--- config.mk ---
export PLATFORM = sky130hd
export DESIGN_NAME = fini_mul_correct_pipe
export DESIGN_NICKNAME = d
export VERILOG_FILES = /design/src/rtl/fini_mul_correct_pipe.sv
export SDC_FILE = /design/constraint.sdc
export NUM_CORES = 1
export LEC_CHECK = 0
export CORE_UTILIZATION = 45
export CTS_BUF_LIST = sky130_fd_sc_hd__clkbuf_4 sky130_fd_sc_hd__clkbuf_8
export CTS_CLUSTER_SIZE = 20
export DETAILED_ROUTE_END_ITERATION = 12
export GPL_TIMING_DRIVEN = 0
export MAX_ROUTING_LAYER = met4
export PLACE_DENSITY = 0.8
export SLEW_MARGIN = 10
export SYNTH_ARGS = -nofsm -noshare
export SYNTH_HDL_FRONTEND = slang
export SYNTH_SLANG_ARGS = --single-unit
--- constraint.sdc ---
create_clock -name clk -period 2.8 [get_ports clk]
set_input_delay 0.56 -clock clk [delete_from_list [all_inputs] [get_ports clk]]
set_output_delay 0.56 -clock clk [all_outputs]
set_load 0.02 [all_outputs]
--- src/rtl/fini_mul_correct_pipe.sv ---
// ---------------------------------------------------------------------------
// fini_mul_correct_pipe
//
// Two-stage pipelined AND of two repetition-coded operands with per-bit
// replica voting. Each logical bit is carried as N = 2K+1 replicas. Stage 1
// registers the raw replica-wise AND. Stage 2 votes each logical bit over its
// replicas and re-emits the result in the same repetition-coded layout.
// In correct mode (MODE=0) every replica of a result bit takes the majority
// value. In detect mode (MODE=1) any replica disagreement zeroes the whole
// result. A saturating counter tallies results that carried a disagreement.
//
// Ports:
//   clk         rising-edge clock
//   rst_n       asynchronous active-low reset
//   in_valid    operand pair valid
//   in_ready    block can accept an operand pair this cycle
//   port_a/b    operands, replica r of bit i at index r*WIDTH+i
//   out_valid   result valid
//   out_ready   consumer accepts the result
//   port_c      voted result, same layout, all replicas of a bit identical
//   fault_flag  result had at least one replica disagreement (with out_valid)
//   fault_cnt   saturating count of flagged results handed downstream
//   clr_cnt     synchronous clear of fault_cnt, wins over an increment
// ---------------------------------------------------------------------------
module fini_mul_correct_pipe #(
   parameter int K     = 1,
   parameter int WIDTH = 4,
   parameter int MODE  = 0,
   parameter int CNT_W = 8
) (
   input  logic                       clk,
   input  logic                       rst_n,
   input  logic                       in_valid,
   output logic                       in_ready,
   input  logic [WIDTH*(2*K+1)-1:0]   port_a,
   input  logic [WIDTH*(2*K+1)-1:0]   port_b,
   output logic                       out_valid,
   input  logic                       out_ready,
   output logic [WIDTH*(2*K+1)-1:0]   port_c,
   output logic                       fault_flag,
   output logic [CNT_W-1:0]           fault_cnt,
   input  logic                       clr_cnt
);

   localparam int N  = 2*K+1;
   localparam int DW = WIDTH*N;
   // Wide enough to hold a ones-count of 0..N.
   localparam int CW = $clog2(N+1);

   // Stage 1: replica-wise AND, no voting yet.
   logic              s1_valid_q, s1_valid_d;
   logic [DW-1:0]     s1_p_q, s1_p_d;

   // Stage 2: voted result, presented on the output ports.
   logic              s2_valid_q, s2_valid_d;
   logic [DW-1:0]     port_c_q, port_c_d;
   logic              fault_flag_q, fault_flag_d;
   logic [CNT_W-1:0]  fault_cnt_q, fault_cnt_d;

   logic              s2_can_load;
   logic              out_xfer;

   // Voter signals.
   logic [CW-1:0]     ones [WIDTH];
   logic [WIDTH-1:0]  maj;
   logic [WIDTH-1:0]  dis;
   logic [DW-1:0]     vote_c;
   logic              vote_flag;

   // -------------------------------------------------------------------------
   // Voter over the stage-1 products. maj needs at least K+1 ones out of N;
   // a bit disagrees when its replicas are neither all 0 nor all 1. With K=0
   // there is a single replica, so dis can never be set.
   // -------------------------------------------------------------------------
   always_comb begin
      maj       = '0;
      dis       = '0;
      vote_c    = '0;
      vote_flag = 1'b0;
      for (int i = 0; i < WIDTH; i++) begin
         ones[i] = '0;
         for (int r = 0; r < N; r++) begin
            ones[i] = ones[i] + CW'(s1_p_q[r*WIDTH+i]);
         end
         maj[i] = (ones[i] >= CW'(K+1));
         dis[i] = (ones[i] != '0) && (ones[i] != CW'(N));
      end
      vote_flag = |dis;
      for (int r = 0; r < N; r++) begin
         for (int i = 0; i < WIDTH; i++) begin
            vote_c[r*WIDTH+i] = maj[i];
         end
      end
      if (MODE == 1 && vote_flag) begin
         vote_c = '0;
      end
   end

   // -------------------------------------------------------------------------
   // Handshake: a transfer happens on a rising edge where valid and ready are
   // both high; valid never depends on ready. Stage 2 loads whenever it is
   // empty or its result is being taken, and stage 1 may accept whenever it is
   // empty or is about to hand its content to stage 2. This gives one result
   // per cycle, and under backpressure both stages hold their data, so
   // in_ready falls only once both are full.
   // -------------------------------------------------------------------------
   always_comb begin
      s2_can_load = !s2_valid_q || out_ready;
      in_ready    = !s1_valid_q || s2_can_load;
      out_xfer    = s2_valid_q && out_ready;

      s1_valid_d   = s1_valid_q;
      s1_p_d       = s1_p_q;
      s2_valid_d   = s2_valid_q;
      port_c_d     = port_c_q;
      fault_flag_d = fault_flag_q;
      fault_cnt_d  = fault_cnt_q;

      if (in_ready) begin
         // Stage 1 either takes a new pair or drains into stage 2.
         s1_valid_d = in_valid;
         if (in_valid) begin
            s1_p_d = port_a & port_b;
         end
      end

      if (s2_can_load) begin
         s2_valid_d = s1_valid_q;
         if (s1_valid_q) begin
            port_c_d     = vote_c;
            fault_flag_d = vote_flag;
         end
      end

      if (clr_cnt) begin
         fault_cnt_d = '0;
      end else if (out_xfer && fault_flag_q && (fault_cnt_q != '1)) begin
         fault_cnt_d = fault_cnt_q + 1'b1;
      end
   end

   always_ff @(posedge clk or negedge rst_n) begin
      if (!rst_n) begin
         s1_valid_q   <= 1'b0;
         s1_p_q       <= '0;
         s2_valid_q   <= 1'b0;
         port_c_q     <= '0;
         fault_flag_q <= 1'b0;
         fault_cnt_q  <= '0;
      end else begin
         s1_valid_q   <= s1_valid_d;
         s1_p_q       <= s1_p_d;
         s2_valid_q   <= s2_valid_d;
         port_c_q     <= port_c_d;
         fault_flag_q <= fault_flag_d;
         fault_cnt_q  <= fault_cnt_d;
      end
   end

   assign out_valid  = s2_valid_q;
   assign port_c     = port_c_q;
   assign fault_flag = fault_flag_q;
   assign fault_cnt  = fault_cnt_q;

endmodule

==> flow_summary_export.csv, run 1 <==
group,metric,value,unit
routing,wl_per_cell,13.8,um
pwr,leakage,0.926,nW
timing,slew_violations,0,
timing,post-route-period-util,0.918,
synth,synthSimpleGateAreaFrac,0.177,
final_layout,final_cell_mix,"clkdlybuf4s50_1 (49), dfrtp_1 (27), nand4_1 (14)",
worst_setup_path,crit_family,"buffers and inverters",
placement,dp_cells,222,
final_layout,antenna_cells,0,
timing,finalCriticalPeriod,2570,ps
synth,syn_area_per_cell,11.5,um^2
timing,tightest_slew,613,ps
synth,synth_mux_area_frac,0.0683,
clock_tree,cts.htree.levels,1,
synth,syn-num-nets,165,
grt,grt.total_usage,0.205,
timing,slew_headroom,0.591,
timing,hold_ws,231,ps
clock_tree,clock_latency,320,ps
worst_setup_path,crit_buf_inv,3,
timing,rsz0062_at_grt,"no",
clock_tree,cts-root-buf,"clkbuf_4",
die,io-pin-count,52,
grt,grt_pass1_vias,1184,
timing,fmax,389,MHz
routing,drt-initial-drc-count,65,
pwr,peakVddDrop,0.000268,V
worst_setup_path,timing.critical_path.from_type,"primary input",
synth,yosysWarningCount,0,
routing,firstDrtPassIters,4,
pwr,power_density,485,mW/mm^2
synth,ys_seq_elements,27,
worst_setup_path,crit_chain,"clkdlybuf4s50_1 > nand3b_1 > buf_2 > dlygate4sd2_1",
die,row_count,20,
synth,synth-async-reset-ratio,1.00,
die,die_x,59.1,um
synth,synth_fa_ha_area_frac,0.0973,
pwr,total_power,0.000998,W
routing,post_drt_via_cell_ratio,5.33,
synth,synth_edf_count,0,
synth,synth_area,0.00147,mm^2
grt,antenna_found_initial,0,
synth,synth_top_family_by_area,"simple AND/OR/NAND/NOR gates",
placement,gp_congestion,0.963,
clock_tree,clock_sinks,27,
synth,synth-compound-area-share,0.131,
worst_setup_path,critPathSlowestCell,"clkdlybuf4s50_1",
placement,port-buffer-count,51,
routing,wirelength,3110,um
job,maxCapViolCount,0,
worst_setup_path,crit_arrival,2010,ps
die,die_area,0.00349,mm^2
synth,netlist_instances,127,
min_path,hold_path.class,"in2async",
die,start_util,0.476,
timing,clock_skew,9.76,ps
routing,drc,0,
final_layout,drive_above_1_share,0.203,
timing,setup_violations,0,
timing,hold_viol_final,0,
synth,synth_seq_area_share,0.461,
timing,fin_ws,228,ps
die,core-area,0.00308,mm^2
final_layout,area_growth,40.2,%
die,die_y,59.1,um
grt,grt_pass1_wl,5250,um
grt,grt_max_degree,28,
placement,dp_hpwl,2480,um
worst_setup_path,cp.required,2240,ps
worst_setup_path,cp-end-kind,"output pin",
outcome,status,"finished clean",
worst_setup_path,cp_max_fo,10,
routing,num_vias,1204,
synth,synth_xor_area_frac,0,
clock_tree,cts.clk_slew.worst_paths,140,ps
synth,synth_cell_types,31,
clock_tree,cts_buffer_depth,2,
worst_setup_path,critPathMaxStageDelay,570,ps
timing,setup_tns,0,ps
placement,dp_slack,-23.3,ps
final_layout,finalNonFillerCells,226,
worst_setup_path,worstSetupPathType,"in2out",
final_layout,nets,221,
final_layout,final_common_cell,"clkdlybuf4s50_1",
grt,gr-total-overflow,0,
clock_tree,cts_hold_buf,0,
routing,ant_nets,0,
synth,synth-main-ff-cell,"dfrtp_1",
clock_tree,numCtsBuffers,3,
clock_tree,cts_tree,"done",
## synth_stat cells, types with 2 or more instances
cell | instances | area, um^2
nor2_1 | 3 | 11.3
a21oi_1 | 3 | 15.0
nand2b_1 | 4 | 25.0
nor2b_1 | 6 | 37.5
ha_1 | 5 | 62.6
buf_2 | 2 | 10.0
mux2_2 | 8 | 90.1
inv_1 | 5 | 18.8
dfrtp_1 | 27 | 676
nor3_1 | 2 | 10.0
fa_1 | 4 | 80.1
nand2_1 | 4 | 15.0
o41ai_1 | 2 | 17.5
a21bo_2 | 12 | 120
clkbuf_1 | 2 | 7.51
buf_4 | 8 | 60.1
and3_1 | 2 | 12.5
nand4_1 | 14 | 87.6
and4_1 | 2 | 17.5
## registers in the layout, indices dropped and copies added, names as in the netlist
name	cells
s1_p_q	12
fault_flag	1
port_c	4
s1_valid_q	1
fault_cnt	8
out_valid	1
## logic make-up after synthesis
kind of cell | count (synthesis)
buf+inv | 17
fa+ha+maj | 9
compound gates | 22
simple gates | 43
flops | 27
mux | 9
## final timing paths
check	startpoint	to	slack, ps	cells past startpoint
max	out_ready	in_ready	230	4
min in group clk	s1_valid_q$_DFFE_PN0P_	out_valid$_DFFE_PN0P_	510	1
max in group asynchronous	rst_n	s1_valid_q$_DFFE_PN0P_	2170	1
max reg2reg	s1_p_q[2]$_DFFE_PN0P_	fault_flag$_DFFE_PN0P_	1070	5
min reg2reg	s1_valid_q$_DFFE_PN0P_	out_valid$_DFFE_PN0P_	510	1
min	rst_n	s1_p_q[0]$_DFFE_PN0P_	230	1
## per-stage QoR
stage | instance area, um^2 | utilization
5_1_grt | 2060 | 0.668
6_report | 2060 | 0.668
4_1_cts | 2060 | 0.670
2_1_floorplan | 1470 | -
3_3_place_gp | 2030 | 0.660
3_5_place_dp | 2030 | 0.660
## repair_timing
| item | in CTS | in global routing |
|---|---|---|
| setup buffers | 0 | 0 |
| gates resized for setup | 1 | 0 |
| endpoints found under the hold margin | 0 | 0 |
| endpoints found under the setup margin | 1 | 0 |
## power by group
group,switching (W),leakage (nW),internal (W)
clock,0.000108,0.0184,0.0000654
sequential,0.0000434,0.350,0.000430
combinational,0.000154,0.558,0.000197
## layout make-up
cell class              instances  area (um^2)
plain buffers                  12         77.6
clock buffers                   4         30.0
fillers                       239         1020
inverters                       5         18.8
multi-input cells              83          694
flip-flops and latches         27          676
well taps                      44         55.1
repair buffers                 51          504
## metal layers
metal | GRT usage | vias up | share of wire
met4 | 0.0544 | 0 | 0.0032
met5 | - | - | 0
met3 | 0.0240 | 2 | 0.056
met2 | 0.372 | 56 | 0.54
li1 | - | 563 | -
met1 | 0.240 | 583 | 0.40
Note: power is estimated with default switching activity, not from simulation.
==> inputs of run 2 (changes only) <==
--- a/config.mk
+++ b/config.mk
@@ -7,11 +7,13 @@
 export LEC_CHECK = 0
 export CORE_UTILIZATION = 45
 export CTS_BUF_LIST = sky130_fd_sc_hd__clkbuf_4 sky130_fd_sc_hd__clkbuf_8
+export CTS_CLUSTER_DIAMETER = 120
 export CTS_CLUSTER_SIZE = 20
 export DETAILED_ROUTE_END_ITERATION = 12
 export GPL_TIMING_DRIVEN = 0
 export MAX_ROUTING_LAYER = met4
-export PLACE_DENSITY = 0.8
+export PLACE_DENSITY = 0.87
+export REMOVE_ABC_BUFFERS = 1
 export SLEW_MARGIN = 10
 export SYNTH_ARGS = -nofsm -noshare
 export SYNTH_HDL_FRONTEND = slang
==> run 2 against run 1 <==
Net effect: register-to-register slack worse by 20 ps; global-route usage up 0.38 points; critical path type unchanged; largest power group unchanged; worst setup slack better by 110 ps; highest routed layer unchanged; hold slack worse by 14 ps.
==> flow_summary_export.csv, run 2 (synthesis gave the netlist of run 1 again) <==
group,metric,value,unit
outcome,status,"finished clean",
clock_tree,cts.clk_slew.worst_paths,140,ps
clock_tree,cts_buffer_depth,2,
grt,grt_pass1_vias,1213,
final_layout,nets,210,
worst_setup_path,r2r_slack,1050,ps
clock_tree,clock_latency,320,ps
worst_setup_path,cp_max_fo,5,
die,start_util,0.476,
routing,drt-initial-drc-count,39,
worst_setup_path,worstRegToRegCells,5,
job,maxCapViolCount,0,
clock_tree,cts.htree.levels,1,
pwr,leakage,0.880,nW
timing,tightest_slew,587,ps
final_layout,drive_above_1_share,0.164,
timing,clock_skew,2.47,ps
pwr,peakVddDrop,0.000276,V
routing,wl_met1,1250,um
final_layout,final_common_cell,"clkdlybuf4s50_1",
clock_tree,post_cts_resized,0,
grt,grt.total_usage,0.209,
routing,firstDrtPassIters,4,
final_layout,fill_cells,259,
placement,place_area,0.00195,mm^2
timing,hold_viol_final,0,
timing,slew_headroom,0.609,
die,die_y,59.1,um
worst_setup_path,r2r_start,"s1_p_q[0]$_DFFE_PN0P_",
min_path,hold_path.class,"in2async",
final_layout,regMostFlops,"s1_p_q",
routing,top_layer,"met4",
clock_tree,cts_hold_buf,0,
clock_tree,cts_tree,"done",
placement,dp_cells,210,
routing,wl_per_cell,14.4,um
clock_tree,clock_sinks,27,
clock_tree,numCtsBuffers,3,
routing,ant_nets,0,
final_layout,area_growth,35.5,%
worst_setup_path,crit_arrival,1900,ps
timing,slew_violations,0,
final_layout,largest_reg_flops,12,
routing,wl_met3,140,um
final_layout,design_area,0.00199,mm^2
clock_tree,cts_setup_buffers,1,
timing,setup_tns,0,ps
timing,post-route-period-util,0.879,
grt,antenna_found_initial,0,
worst_setup_path,worstSetupPathType,"in2out",
die,core-area,0.00308,mm^2
grt,grt_pass1_wl,5330,um
grt,grt_max_degree,28,
routing,wirelength,3090,um
worst_setup_path,timing.critical_path.from_type,"primary input",
die,die_x,59.1,um
placement,dp_hpwl,2390,um
final_layout,seqCellArea,676,um^2
worst_setup_path,cp-end-kind,"output pin",
final_layout,multiInputGateArea,694,um^2
worst_setup_path,r2r-end,"fault_flag$_DFFE_PN0P_",
routing,dr_wl_met2,1690,um
timing,finalCriticalPeriod,2460,ps
final_layout,final_cell_mix,"clkdlybuf4s50_1 (50), dfrtp_1 (27), nand4_1 (14)",
final_layout,antenna_cells,0,
routing,num_vias,1144,
die,io-pin-count,52,
routing,post_drt_via_cell_ratio,5.32,
worst_setup_path,crit_path_start,"out_ready",
placement,gp_congestion,0.857,
die,row_count,20,
clock_tree,cts-root-buf,"clkbuf_4",
placement,port-buffer-count,51,
die,die_area,0.00349,mm^2
worst_setup_path,cp.required,2240,ps
pwr,power_density,491,mW/mm^2
timing,fmax,406,MHz
routing,drc,0,
grt,gr-total-overflow,0,
pwr,total_power,0.000975,W
final_layout,finalNonFillerCells,215,
timing,setup_violations,0,
timing,rsz0062_at_grt,"no",
## run 2: cell count changes in the layout (fill, tap and decap cells not counted)
cell / change
buf_4: -7
buf_2: -2
clkbuf_1: -2
clkdlybuf4s50_1: +1
dlygate4sd2_1: -1
## run 2: per-stage QoR
step | hold WS [ps] | worst slack (ps) | util
final | 217 | 339 | 0.646
after global routing | 250 | 298 | 0.646
after CTS | 511 | 327 | 0.647
after detailed placement | 476 | -68.9 | 0.635
after global placement | 465 | -19.6 | 0.635
after floorplan | 264 | 1100 | -
## run 2: final cells by class
type / count / area share
Sequential cell: 27 / 0.340
Timing Repair Buffer: 52 / 0.258
Clock buffer: 4 / 0.0151
Multi-Input combinational cell: 83 / 0.349
Inverter: 5 / 0.00945
Tap cell: 44 / 0.0277
## run 2: how the worst max path moves through the flow
stage,to,slack (ps),cells after the start
floorplan,s1_p_q[0]$_DFFE_PN0P_,1100,3
global placement,in_ready,-20,3
detailed placement,in_ready,-70,3
CTS,in_ready,330,3
global route,in_ready,300,3
finish,in_ready,340,3
## run 2: per-layer routing
| layer | track usage | vias up |
|---|---|---|
| li1 | - | 543 |
| met1 | 0.249 | 559 |
| met2 | 0.385 | 40 |
| met3 | 0.0197 | 2 |
| met4 | 0.0408 | 0 |
| met5 | - | - |
## run 2: report_power, final
group,switching (W),internal (W),total (W)
clock,0.000113,0.0000653,0.000178
combinational,0.000151,0.000174,0.000325
sequential,0.0000416,0.000430,0.000472
## run 2: worst max-delay path: stages
cell and delay [ps]:
clkdlybuf4s50_1 540, nand3b_1 180, clkdlybuf4s50_1 620
